## src/rtl/muldiv_pkg.sv

```systemverilog
// Shared types and constants for the iterative multiply/divide unit.
// Optional signed support is selected with the MULDIV_SIGNED_EN macro
// (see muldiv_unit.sv).
package muldiv_pkg;

  // Operand/result width; only 32 is supported.
  localparam int XLEN     = 32;
  // Iteration counter width, log2(XLEN).
  localparam int CNT_W    = 5;
  // Bit range of one architectural word.
  localparam int WORD_MSB = XLEN - 1;
  localparam int WORD_LSB = 0;
  // Bytes per architectural word.
  localparam int B_WORD   = XLEN / 8;

  typedef logic [WORD_MSB:WORD_LSB] word_t;
  typedef logic [2*XLEN-1:0]        dword_t;

  // Operation encodings as driven on op.
  typedef enum logic [1:0] {
    MD_MULT  = 2'b00,
    MD_MULTU = 2'b01,
    MD_DIV   = 2'b10,
    MD_DIVU  = 2'b11
  } md_op_e;

  // Sequencer states.
  typedef enum logic [1:0] {
    S_IDLE = 2'b00,
    S_ITER = 2'b01,
    S_FIX  = 2'b10
  } md_state_e;

  // Two's-complement negate a word when neg is set.
  function automatic word_t neg_if(input word_t v, input logic neg);
    return neg ? (~v + word_t'(1)) : v;
  endfunction

endpackage

```

## src/rtl/muldiv_datapath.sv

```systemverilog
// 64-bit accumulator/remainder register and the radix-2 iteration step.
// Multiply: shift-add, product builds up in acc (multiplier starts in the
// low half and is shifted out as product bits shift in).
// Divide: restoring division, remainder in the high half and quotient
// bits shifting into the low half.
module muldiv_datapath
  import muldiv_pkg::*;
(
  input  logic   clk_cpu,
  input  logic   reset,
  input  logic   load_i,    // capture operand magnitudes, clear accumulator
  input  logic   step_i,    // perform one iteration
  input  logic   is_div_i,  // 1: restoring-divide step, 0: shift-add step
  input  word_t  a_i,       // multiplier / dividend magnitude
  input  word_t  b_i,       // multiplicand / divisor magnitude
  output dword_t acc_o
);

  dword_t        acc_q, acc_d;
  word_t         b_q, b_d;
  logic [XLEN:0]   mul_sum;   // high half plus optional multiplicand, with carry
  logic [XLEN:0]   rem_sh;    // remainder shifted left with next dividend bit
  logic [XLEN+1:0] rem_diff;  // trial subtraction, MSB is the borrow
  logic            rem_ge;

  // Next accumulator value for load, iterate or hold.
  always_comb begin
    // NOTE: every signal assigned in this block gets a default first, so no
    // path leaves it unassigned and no latch is inferred.
    acc_d    = acc_q;
    b_d      = b_q;
    mul_sum  = {1'b0, acc_q[2*XLEN-1:XLEN]} + (acc_q[0] ? {1'b0, b_q} : '0);
    rem_sh   = acc_q[2*XLEN-1:XLEN-1];
    rem_diff = {1'b0, rem_sh} - {2'b00, b_q};
    rem_ge   = ~rem_diff[XLEN+1];

    if (load_i) begin
      acc_d = {word_t'(0), a_i};
      b_d   = b_i;
    end else if (step_i) begin
      if (is_div_i) begin
        // A remainder that cannot take the divisor is below it, so it fits
        // in XLEN bits and dropping rem_sh's top bit loses nothing.
        acc_d = rem_ge ? {rem_diff[XLEN-1:0], acc_q[XLEN-2:0], 1'b1}
                       : {rem_sh[XLEN-1:0],   acc_q[XLEN-2:0], 1'b0};
      end else begin
        acc_d = {mul_sum, acc_q[XLEN-1:1]};
      end
    end
  end

  // Accumulator and operand registers.
  always_ff @(posedge clk_cpu or posedge reset) begin
    // NOTE: sequential state is updated with non-blocking assignments so all
    // registers sample their inputs from before the clock edge.
    if (reset) begin
      acc_q <= '0;
      b_q   <= '0;
    end else begin
      acc_q <= acc_d;
      b_q   <= b_d;
    end
  end

  assign acc_o = acc_q;

endmodule

```

## src/rtl/muldiv_unit.sv

```systemverilog
// Iterative 32-bit multiply/divide unit with architectural HI/LO.
// IDLE accepts start (or MTHI/MTLO writes), ITER runs 32 radix-2 steps,
// FIX applies sign correction and writes HI/LO with a one-cycle done.
// Define MULDIV_SIGNED_EN to build signed MULT/DIV (op[0]=0); without it
// every operation is unsigned and the sign logic is not built.
module muldiv_unit
  import muldiv_pkg::*;
(
  input  logic        clk_cpu,
  input  logic        reset,
  input  logic        start,
  input  logic [1:0]  op,
  input  logic [31:0] src_a,
  input  logic [31:0] src_b,
  input  logic        mthi_en,
  input  logic        mtlo_en,
  output logic        busy,
  output logic        done,
  output logic [31:0] hi,
  output logic [31:0] lo
);

  md_state_e        state_q, state_d;
  logic [CNT_W-1:0] cnt_q, cnt_d;
  word_t            hi_q, hi_d;
  word_t            lo_q, lo_d;
  logic             done_q, done_d;
  logic             is_div_q, is_div_d;
  logic             b_zero_q, b_zero_d;

  logic             dp_load;
  logic             dp_step;
  word_t            a_mag;
  word_t            b_mag;
  dword_t           acc;
  dword_t           mul_res;
  word_t            quot;
  word_t            rem;

`ifdef MULDIV_SIGNED_EN
  logic             signed_op;
  logic             neg_q, neg_d;        // operand signs differ
  logic             sign_a_q, sign_a_d;  // dividend sign, for the remainder

  assign signed_op = ~op[0];
`else
  logic             unused_op0;

  assign unused_op0 = op[0];
`endif

  muldiv_datapath u_datapath (
    .clk_cpu  (clk_cpu),
    .reset    (reset),
    .load_i   (dp_load),
    .step_i   (dp_step),
    .is_div_i (is_div_q),
    .a_i      (a_mag),
    .b_i      (b_mag),
    .acc_o    (acc)
  );

  // Sequencer next state, operand capture, result fix-up and HI/LO writes.
  always_comb begin
    state_d  = state_q;
    cnt_d    = cnt_q;
    hi_d     = hi_q;
    lo_d     = lo_q;
    done_d   = 1'b0;
    is_div_d = is_div_q;
    b_zero_d = b_zero_q;
    dp_load  = 1'b0;
    dp_step  = 1'b0;
    a_mag    = src_a;
    b_mag    = src_b;
    mul_res  = acc;
    quot     = acc[XLEN-1:0];
    rem      = acc[2*XLEN-1:XLEN];
`ifdef MULDIV_SIGNED_EN
    neg_d    = neg_q;
    sign_a_d = sign_a_q;
    a_mag    = neg_if(src_a, signed_op & src_a[XLEN-1]);
    b_mag    = neg_if(src_b, signed_op & src_b[XLEN-1]);
    mul_res  = neg_q ? (~acc + dword_t'(1)) : acc;
    quot     = neg_if(acc[XLEN-1:0], neg_q);
    // Remainder takes the dividend's sign; for a zero divisor the magnitude
    // is |src_a|, so this restores src_a itself.
    rem      = neg_if(acc[2*XLEN-1:XLEN], sign_a_q);
`endif

    unique case (state_q)
      S_IDLE: begin
        if (start) begin
          // Start wins over any MTHI/MTLO in the same cycle.
          dp_load  = 1'b1;
          cnt_d    = '0;
          is_div_d = op[1];
          b_zero_d = (src_b == '0);
`ifdef MULDIV_SIGNED_EN
          neg_d    = signed_op & (src_a[XLEN-1] ^ src_b[XLEN-1]);
          sign_a_d = signed_op & src_a[XLEN-1];
`endif
          state_d  = S_ITER;
        end else begin
          if (mthi_en) hi_d = src_a;
          if (mtlo_en) lo_d = src_a;
        end
      end

      S_ITER: begin
        dp_step = 1'b1;
        cnt_d   = cnt_q + 1'b1;
        if (cnt_q == '1) state_d = S_FIX;
      end

      S_FIX: begin
        if (is_div_q) begin
          // Divide by zero returns all ones; the restoring steps already
          // leave the dividend as the remainder.
          lo_d = b_zero_q ? '1 : quot;
          hi_d = rem;
        end else begin
          {hi_d, lo_d} = mul_res;
        end
        done_d  = 1'b1;
        state_d = S_IDLE;
      end

      default: state_d = S_IDLE;
    endcase
  end

  // Sequencer and architectural registers.
  always_ff @(posedge clk_cpu or posedge reset) begin
    if (reset) begin
      state_q  <= S_IDLE;
      cnt_q    <= '0;
      hi_q     <= '0;
      lo_q     <= '0;
      done_q   <= 1'b0;
      is_div_q <= 1'b0;
      b_zero_q <= 1'b0;
    end else begin
      state_q  <= state_d;
      cnt_q    <= cnt_d;
      hi_q     <= hi_d;
      lo_q     <= lo_d;
      done_q   <= done_d;
      is_div_q <= is_div_d;
      b_zero_q <= b_zero_d;
    end
  end

`ifdef MULDIV_SIGNED_EN
  // Sign flags captured at start.
  always_ff @(posedge clk_cpu or posedge reset) begin
    if (reset) begin
      neg_q    <= 1'b0;
      sign_a_q <= 1'b0;
    end else begin
      neg_q    <= neg_d;
      sign_a_q <= sign_a_d;
    end
  end
`endif

  assign busy = (state_q != S_IDLE);
  assign done = done_q;
  assign hi   = hi_q;
  assign lo   = lo_q;

endmodule

```

## config.mk

```make
export PLATFORM = sky130hd
export DESIGN_NAME = muldiv_unit
export DESIGN_NICKNAME = d
export VERILOG_FILES = /design/src/rtl/muldiv_pkg.sv /design/src/rtl/muldiv_datapath.sv /design/src/rtl/muldiv_unit.sv
export SDC_FILE = /design/constraint.sdc
export NUM_CORES = 1
export LEC_CHECK = 0
export ABC_AREA = 0
export CAP_MARGIN = 0
export CORE_UTILIZATION = 25
export DETAILED_ROUTE_END_ITERATION = 10
export PLACE_DENSITY_LB_ADDON = 0.25
export SLEW_MARGIN = 5
export SYNTH_ARGS = -nofsm -noshare
export SYNTH_HDL_FRONTEND = slang
export SYNTH_HIERARCHICAL = 1
export SYNTH_SLANG_ARGS = --single-unit
```

## constraint.sdc

```tcl
create_clock -name clk_cpu -period 3.9 [get_ports clk_cpu]
set_input_delay 0.39 -clock clk_cpu [delete_from_list [all_inputs] [get_ports clk_cpu]]
set_output_delay 0.39 -clock clk_cpu [all_outputs]
set_load 0.01 [all_outputs]
```

==> results of run 1 <==
==> stage by stage <==
stage               instance area, sq um  worst slack [ns]  instances
detailed placement                 14120            0.4820       2029
floorplan                          12100            0.6996       1326
CTS                                14720            0.4310       2060
global placement                   14120            0.4849       2029
global route                       14720            0.1742       2061
finish                             14720            0.4144       2061
==> per-layer routing <==
| layer | vias up | GRT usage | routed length [um] |
|---|---|---|---|
| li1 | 5006 | - | - |
| met1 | 5079 | 0.2024 | 17370 |
| met2 | 263 | 0.2597 | 18120 |
| met3 | 38 | 0.03432 | 2074 |
| met4 | 10 | 0.04368 | 511 |
| met5 | - | 0 | 52 |
==> power by group through the flow <==
| stage | Clock [mW] | Sequential [mW] | Combinational, mW |
|---|---|---|---|
| finish | 1.75 | 3.58 | 9.63 |
| global route | 1.87 | 3.72 | 10.6 |
| CTS | 1.81 | 3.59 | 9.60 |
| detailed placement | 0 | 3.62 | 9.56 |
| global placement | 0 | 3.61 | 9.47 |
| floorplan | 0 | 3.35 | 6.83 |
==> layout by cell type (no fill, tap or decap), types with 12 or more instances in the layout <==
master and n:
and3_1 12, a21oi_1 91, clkdlybuf4s50_1 135, nand2_1 142, o21ai_1 26, buf_4 30
nor2_1 81, nand3_1 17, o21ai_0 97, a21o_1 32, mux2_2 16, clkbuf_16 17
o21a_1 36, dfrtp_1 169, xnor2_1 36, xor2_1 17, nor3_1 18, ha_1 66
and2_1 37, mux2_4 45, mux2i_1 49, a221o_1 27, inv_1 60
==> area by class of cell <==
class | count | area (sq um) | area share
Tap cell | 615 | 769.5 | 0.05227
Antenna cell | 1 | 2.502 | 0.0001700
Timing Repair Buffer | 166 | 1597 | 0.1085
Clock inverter | 9 | 112.6 | 0.007650
Inverter | 65 | 250.2 | 0.01700
Sequential cell | 170 | 4258 | 0.2892
Multi-Input combinational cell | 1013 | 7247 | 0.4923
Clock buffer | 22 | 484.2 | 0.03289
==> cell families (layout without fill, tap and decap cells) <==
| group | after synthesis | after routing |
|---|---|---|
| DFF | 170 | 170 |
| muxes | 110 | 110 |
| and+or+nand+nor | 365 | 365 |
| other | 0 | 1 |
| xor gates and xnor gates | 53 | 53 |
| buffers and inverters | 143 | 262 |
| AOI/OAI and AO/OA | 417 | 417 |
| adders and majority gates | 68 | 68 |
==> state kept, by name (all words and copies together), names as in the netlist <==
register	flops
u_datapath/acc_o	64
hi	32
lo	32
u_datapath/b_q	32
cnt_q	5
state_q	2
b_zero_q	1
done	1
is_div_q	1
==> worst max-delay path: cells and delay by family, from the launching register on <==
family          cells  cell delay, ns
compound gates      6            1.36
simple gates        4            0.93
flops               1            0.42
buf+inv             1            0.34
fa+ha+maj           1            0.29
==> path summary, 6_finish.rpt <==
check                           slack, ns           startpoint                   end  depth (start not counted)
min in group clk_cpu                 0.47             cnt_q[3]              cnt_q[3]                          1
worst max register to register       0.41  u_datapath/acc_o[0]  u_datapath/acc_o[61]                         12
worst max-delay path                 0.41  u_datapath/acc_o[0]  u_datapath/acc_o[61]                         12
worst min register to register       0.47             cnt_q[3]              cnt_q[3]                          1
worst min-delay path                 0.42                reset    u_datapath/b_q[14]                          2
max in group asynchronous            2.53                reset                lo[29]                          3
==> summary.md, run 1 <==
| Metric | Value |
|---|---|
| Top cell type's share of synthesized area | `0.3516` |
| Mapped cell area | `12100 sq um` |
| GRT overflow | `0` |
| Filler instances | `4979` |
| Routed WL per cell | `18.50 um` |
| Critical path cell sequence | `buf_4 > and2_1 > ha_1 > a21oi_1 > o21ai_1 > a2111oi_0 > nor3b_2 > nor3_1 > o21a_1 > or3_1 > a32oi_1 > o211ai_1` |
| Setup Skew | `0.01128 ns` |
| Status | `complete, no violations` |
| Simple-gate share of the synthesized area | `0.1421` |
| Die area | `49280 sq um` |
| Slew of the pin with the lowest slew margin | `0.7690 ns` |
| Max IR drop VDD | `0.3537 mV` |
| Area contributors post-synth | `dfrtp_1 35%, ha_1 6.8%, mux2_4 5.6%, nand2_1 4.4%, mux2i_1 4.1%` |
| Pwr Density | `1016 nW/um^2` |
| Arr. time, crit path | `3.80 ns` |
| Top-count cell post-synth | `dfrtp_1` |
| Setup violators final | `0` |
| FFs w/ async S/R, synth | `1.000` |
| Rows | `80` |
| WS Path Type | `reg2reg` |
| Largest net degree at the start of global routing | `139` |
| Slew HR | `0.4873` |
| Initial Util | `0.2534` |
| First drt pass iteration count | `5` |
| Yosys cell types | `83` |
| Leakage power | `6.279 nW` |
| Clock Tree Buf Depth | `2` |
| GRT Resource Usage Total | `0.1561` |
| Post-synth EDFFs | `0` |
| Worst hold margin | `0.4191 ns` |
| Avg Cell Area, Syn | `9.125 sq um` |
| Critical Path RT | `4.21 ns` |
| Setup crit start kind | `flip-flop` |
| Clock power frac | `0.117` |
| Complex-gate fraction of the synthesized area | `0.2335` |
| Share of post-route cells with drive strength above 1 | `0.1024` |
| Worst skew pair latency | `0.44 ns` |
| Switching Power | `6.939 mW` |
| Sw frac | `0.4640` |
| Routed WL | `38130 um` |
| I/O Buffers | `135` |
| Slowest CP cell | `a2111oi_0` |
| Routed Antenna Nets | `0` |
| Xor and xnor area share after synthesis | `0.03837` |
| Register area share after synthesis | `0.3516` |
| Final HPWL DP | `29060 um` |
| Iteration-0 DRC Markers | `630` |
| TritonCTS buffer count | `17` |
| Setup tns final | `0 ns` |
| CP Capture Type | `flip-flop` |
| Synth cell count leaders | `170 x dfrtp_1, 142 x nand2_1, 97 x o21ai_0` |
| Final Total Pwr | `14.95 mW` |
| Via/cell ratio | `5.044` |
| Flop pwr share | `0.239` |
| Cell Int Power | `8.016 mW` |
| CP Max Fanout | `31` |
| Cts repair resizes | `0` |
| Crit path largest cell delay | `0.44 ns` |
| Synth area leader | `dfrtp_1` |
| Final hold vios | `0` |
| Antenna violations before repair | `6` |
| Number of max-cap violations | `0` |
| Io pins | `137` |
| Die H | `222.0 um` |
| Syn nets | `1465` |
| Nets@finish | `1572` |
| Finished Core Util | `0.3083` |
| Via count | `10400` |
| CTS tree | `yes` |
| Synth Register Bits | `170` |
| Vias in the first global route | `10560` |
| GPL Wtd Cong | `0.8712` |
| Clock slew seen by the registers of the worst setup and hold paths | `0.07 ns` |
| Largest family of logic cells by synthesized area | `compound AO/OA/AOI/OAI gates` |
| Post-Synth Adder-Cell Area | `0.07156` |
| Most used DFF post-synth | `dfrtp_1` |
| Cells after synthesis | `1326` |
| Fmax | `286.9 MHz` |
| Min Tclk post-route | `3.486 ns` |
| DRC viols | `0` |
| Htree depth | `4` |
| Hold WC Path Type | `in2async` |
| Core area | `47750 sq um` |
| Total setup buffers inserted after CTS | `0` |
| Clk root buf | `clkbuf_16` |
| Die Span X | `222.0 um` |
| RSZ-0062 raised after global routing | `false` |
| Mux cell area share after synthesis | `0.1113` |
| Ys Warns | `6` |
| Final Cycle Share | `0.8937` |
| First-pass GRT wire length | `60040 um` |
| Area Overhead vs Synth | `21.67%` |
| Fin. max-slew vios | `0` |
| Logic pwr share | `0.644` |
| Cts hold-fix bufs | `0` |
| CTS Sinks | `170` |
Note: power is estimated with default switching activity, not from simulation.
==> inputs of run 2 (changes only) <==
Settings changed: CORE_ASPECT_RATIO set to 2, SYNTH_HIERARCHICAL 1 to not set.
==> run 2 against run 1 <==
Effect of this change: critical path depth grew 4; worst hold slack worse by 0.12 ns; total power fell by 0.40%; critical path type unchanged; critical endpoint is now u_datapath.acc_o[62].
==> summary.md, run 2 <==
| Metric | Value |
|---|---|
| Status | `complete, no violations` |
| Fin. max-slew vios | `0 (unchanged)` |
| CP Max Fanout | `4 (-87%)` |
| Final hold vios | `0 (unchanged)` |
| Most frequent cells in the layout | `168 x dfrtp_1, 166 x nand2_1, 153 x o21ai_0` |
| Critical path cell sequence | `inv_1 > ha_1 > inv_1 > fa_1 > a21oi_1 > or3b_1 > a21oi_2 > a31oi_1 > buf_4 > o311ai_2 > a2111oi_2 > nor3b_1 > o21a_1 > o21ai_0 > o311ai_1 > a22oi_1` |
| First drt pass iteration count | `4 (-1)` |
| Number of flip-flops in the largest register | `64 (unchanged)` |
| Initial Util | `0.2540 (+0.0006424)` |
| Top-count cell post-synth | `dfrtp_1` |
| Io pins | `137 (unchanged)` |
| GRT overflow | `0 (unchanged)` |
| Ys Warns | `0 (-6)` |
| Min Tclk post-route | `3.681 ns (+0.1950 ns)` |
| Core area | `44190 sq um (-7.5%)` |
| Filler instances | `4625 (-7.1%)` |
| CP top delay family | `compound AO/OA/AOI/OAI gates` |
| Pwr Density | `1059 nW/um^2 (+4.2%)` |
| Most frequent CP cell | `inv_1` |
| Arr. time, crit path | `4.00 ns (+0.20 ns)` |
| Leakage power | `6.126 nW (-2.4%)` |
| RSZ-0062 raised after global routing | `false` |
| Vias in the first global route | `10160 (-3.7%)` |
| Syn nets | `1409 (-3.8%)` |
| Via count | `9832 (-5.4%)` |
| Setup crit start kind | `flip-flop` |
| Worst hold margin | `0.3019 ns (-0.1171 ns)` |
| Synth area leader | `dfrtp_1` |
| Slew HR | `0.4567 (-0.03059)` |
| CP Capture Type | `flip-flop` |
| I/O Buffers | `135 (unchanged)` |
| Iteration-0 DRC Markers | `459 (-27%)` |
| GPL Wtd Cong | `0.8695 (-0.20%)` |
| Worst skew pair latency | `0.45 ns (about the same)` |
| Die Span X | `151.8 um (-32%)` |
| Slowest CP cell | `o311ai_2` |
| Crit path largest cell delay | `0.49 ns (+0.05 ns)` |
| DRC viols | `0 (unchanged)` |
| Total setup buffers inserted after CTS | `0 (unchanged)` |
| Critical Path RT | `4.22 ns (about the same)` |
| Area Overhead vs Synth | `25.29%` |
| Htree depth | `4 (unchanged)` |
| TritonCTS buffer count | `17 (unchanged)` |
| Final HPWL DP | `28340 um (-2.5%)` |
| CTS Sinks | `170 (unchanged)` |
| CTS tree | `yes` |
| Hold WC Path Type | `in2async` |
| Cell area after layout | `14060 sq um (-4.5%)` |
| Mapped cell area | `11230 sq um (-7.2%)` |
| WS Path Type | `reg2reg` |
| Avg Cell Area, Syn | `8.839 sq um (-3.1%)` |
| Setup tns final | `0 ns (unchanged)` |
| Slew of the pin with the lowest slew margin | `0.8132 ns (+0.04416 ns)` |
| Routed WL per cell | `18.50 um (about the same)` |
| Clock Tree Buf Depth | `2 (unchanged)` |
| Nets@finish | `1529 (-2.7%)` |
| Sequential Area | `4257 sq um (about the same)` |
| Synth Register Bits | `170 (unchanged)` |
| Share of post-route cells with drive strength above 1 | `0.07199 (-0.03043)` |
| Routed Antenna Nets | `0 (unchanged)` |
| FFs w/ async S/R, synth | `1.000 (unchanged)` |
| Via/cell ratio | `5.019 (-0.50%)` |
| First-pass GRT wire length | `57330 um (-4.5%)` |
| Clock slew seen by the registers of the worst setup and hold paths | `0.07 ns (about the same)` |
| Multi-input logic area | `6550 sq um (-9.6%)` |
| Area contributors post-synth | `dfrtp_1 38%, ha_1 7.4%, o21ai_0 6.8%, mux2i_1 6.3%, nand2_1 5.6%` |
| Number of max-cap violations | `0 (unchanged)` |
| Rows | `109 (+36%)` |
| WP buf/inv | `3 (+2)` |
| Die area | `45810 sq um (-7.0%)` |
| Placed Area | `13390 sq um (-5.2%)` |
| Top cell type's share of synthesized area | `0.3790 (+0.02735)` |
| Post-synth EDFFs | `0 (unchanged)` |
| Yosys cell types | `74 (-11%)` |
| Max IR drop VDD | `0.3826 mV (+8.2%)` |
| Clk root buf | `clkbuf_16` |
| Most used DFF post-synth | `dfrtp_1` |
| Antenna violations before repair | `1 (-5)` |
| Synth cell count leaders | `170 x dfrtp_1, 166 x nand2_1, 153 x o21ai_0` |
| Commonest non-fill, non-tap cell in the layout | `dfrtp_1` |
| Register area share after synthesis | `0.3790 (+0.02735)` |
| Largest net degree at the start of global routing | `99 (-29%)` |
| GRT Resource Usage Total | `0.1605 (+0.004410)` |
| Fmax | `271.7 MHz (-5.3%)` |
| Final Cycle Share | `0.9437 (+0.05000)` |
| Routed WL | `36250 um (-4.9%)` |
| Cells after synthesis | `1270 (-4.2%)` |
| Die H | `301.7 um (+36%)` |
| Setup violators final | `0 (unchanged)` |
| Setup Skew | `0.01009 ns (-0.001188 ns)` |
==> run 2: cell count changes in the layout (fill, tap and decap cells not counted), moves of 24 or more <==
| cell | previous run | this run |
|---|---|---|
| o21ai_0 | 97 | 153 |
| o21a_1 | 36 | 9 |
| mux2_4 | 45 | 0 |
| o21ai_1 | 26 | 2 |
| a21oi_1 | 91 | 67 |
| nand2_1 | 142 | 166 |
==> run 2: cell families after synthesis <==
family	Yosys count	synth area share
multiplexers	74	0.06632
AO/OA/AOI/OAI	419	0.2465
XOR/XNOR	51	0.03979
buffers and inverters	121	0.04169
adder cells (fa/ha/maj)	68	0.07713
flip-flops	170	0.3790
AND/OR/NAND/NOR	367	0.1496
==> run 2: worst paths after layout <==
path                       cells past startpoint                   end  slack, ns            startpoint
min reg2reg                                    2                hi[10]       0.48                hi[10]
max in group asynchronous                      3   u_datapath.acc_o[0]       2.93                 reset
min                                            2                lo[23]       0.30                 reset
min in group clk_cpu                           2                hi[10]       0.48                hi[10]
max reg2reg                                   16  u_datapath.acc_o[62]       0.22  u_datapath.acc_o[31]
max                                           16  u_datapath.acc_o[62]       0.22  u_datapath.acc_o[31]
==> run 2: final cells by class <==
cell class	count	share of cell area
multi-input combinational	979	0.4657
sequential	170	0.3026
timing repair buffer	171	0.1206
tap	555	0.04937
clock buffer	18	0.03123
clock inverter	14	0.01637
inverter	51	0.01388
antenna	1	0.0001779
==> run 2: what timing repair did <==
| item | 4_1_cts | 5_1_grt |
|---|---|---|
| setup endpoints to repair | 0 | 2 |
| gates resized for setup | 0 | 3 |
| hold buffers | 0 | 0 |
| hold endpoints to repair | 0 | 0 |
==> run 2: through the flow <==
| step | util | worst slack, ns | cells | power, mW |
|---|---|---|---|---|
| after global placement | 0.3030 | 0.2547 | 1926 | 12.88 |
| final | 0.3183 | 0.2194 | 1959 | 14.90 |
| after CTS | 0.3182 | 0.1944 | 1958 | 15.02 |
| after detailed placement | 0.3030 | 0.2152 | 1926 | 12.98 |
| after floorplan | - | 0.7075 | 1270 | 9.835 |
| after global routing | 0.3183 | 0.01932 | 1959 | 16.23 |
==> run 2: routing by layer <==
layer / GRT usage / share of wire
met5: 0 / 0
met4: 0.06500 / 0.029
met3: 0.02069 / 0.029
met2: 0.3045 / 0.54
met1: 0.1781 / 0.40
==> run 2: where the power goes <==
group / total (mW) / internal [mW] / leakage, nW / switching [mW]
clock: 1.98 / 1.17 / 0.324 / 0.806
combinational: 9.31 / 4.29 / 3.71 / 5.01
sequential: 3.61 / 2.68 / 2.09 / 0.932
total: 14.9 / 8.14 / 6.13 / 6.75
==> inputs of run 3 (changes only) <==
Settings changed: ABC_CLOCK_PERIOD_IN_PS set to 3900.
==> results of run 3 <==
The final DEF is identical to that of run 2; final timing and power are the same.
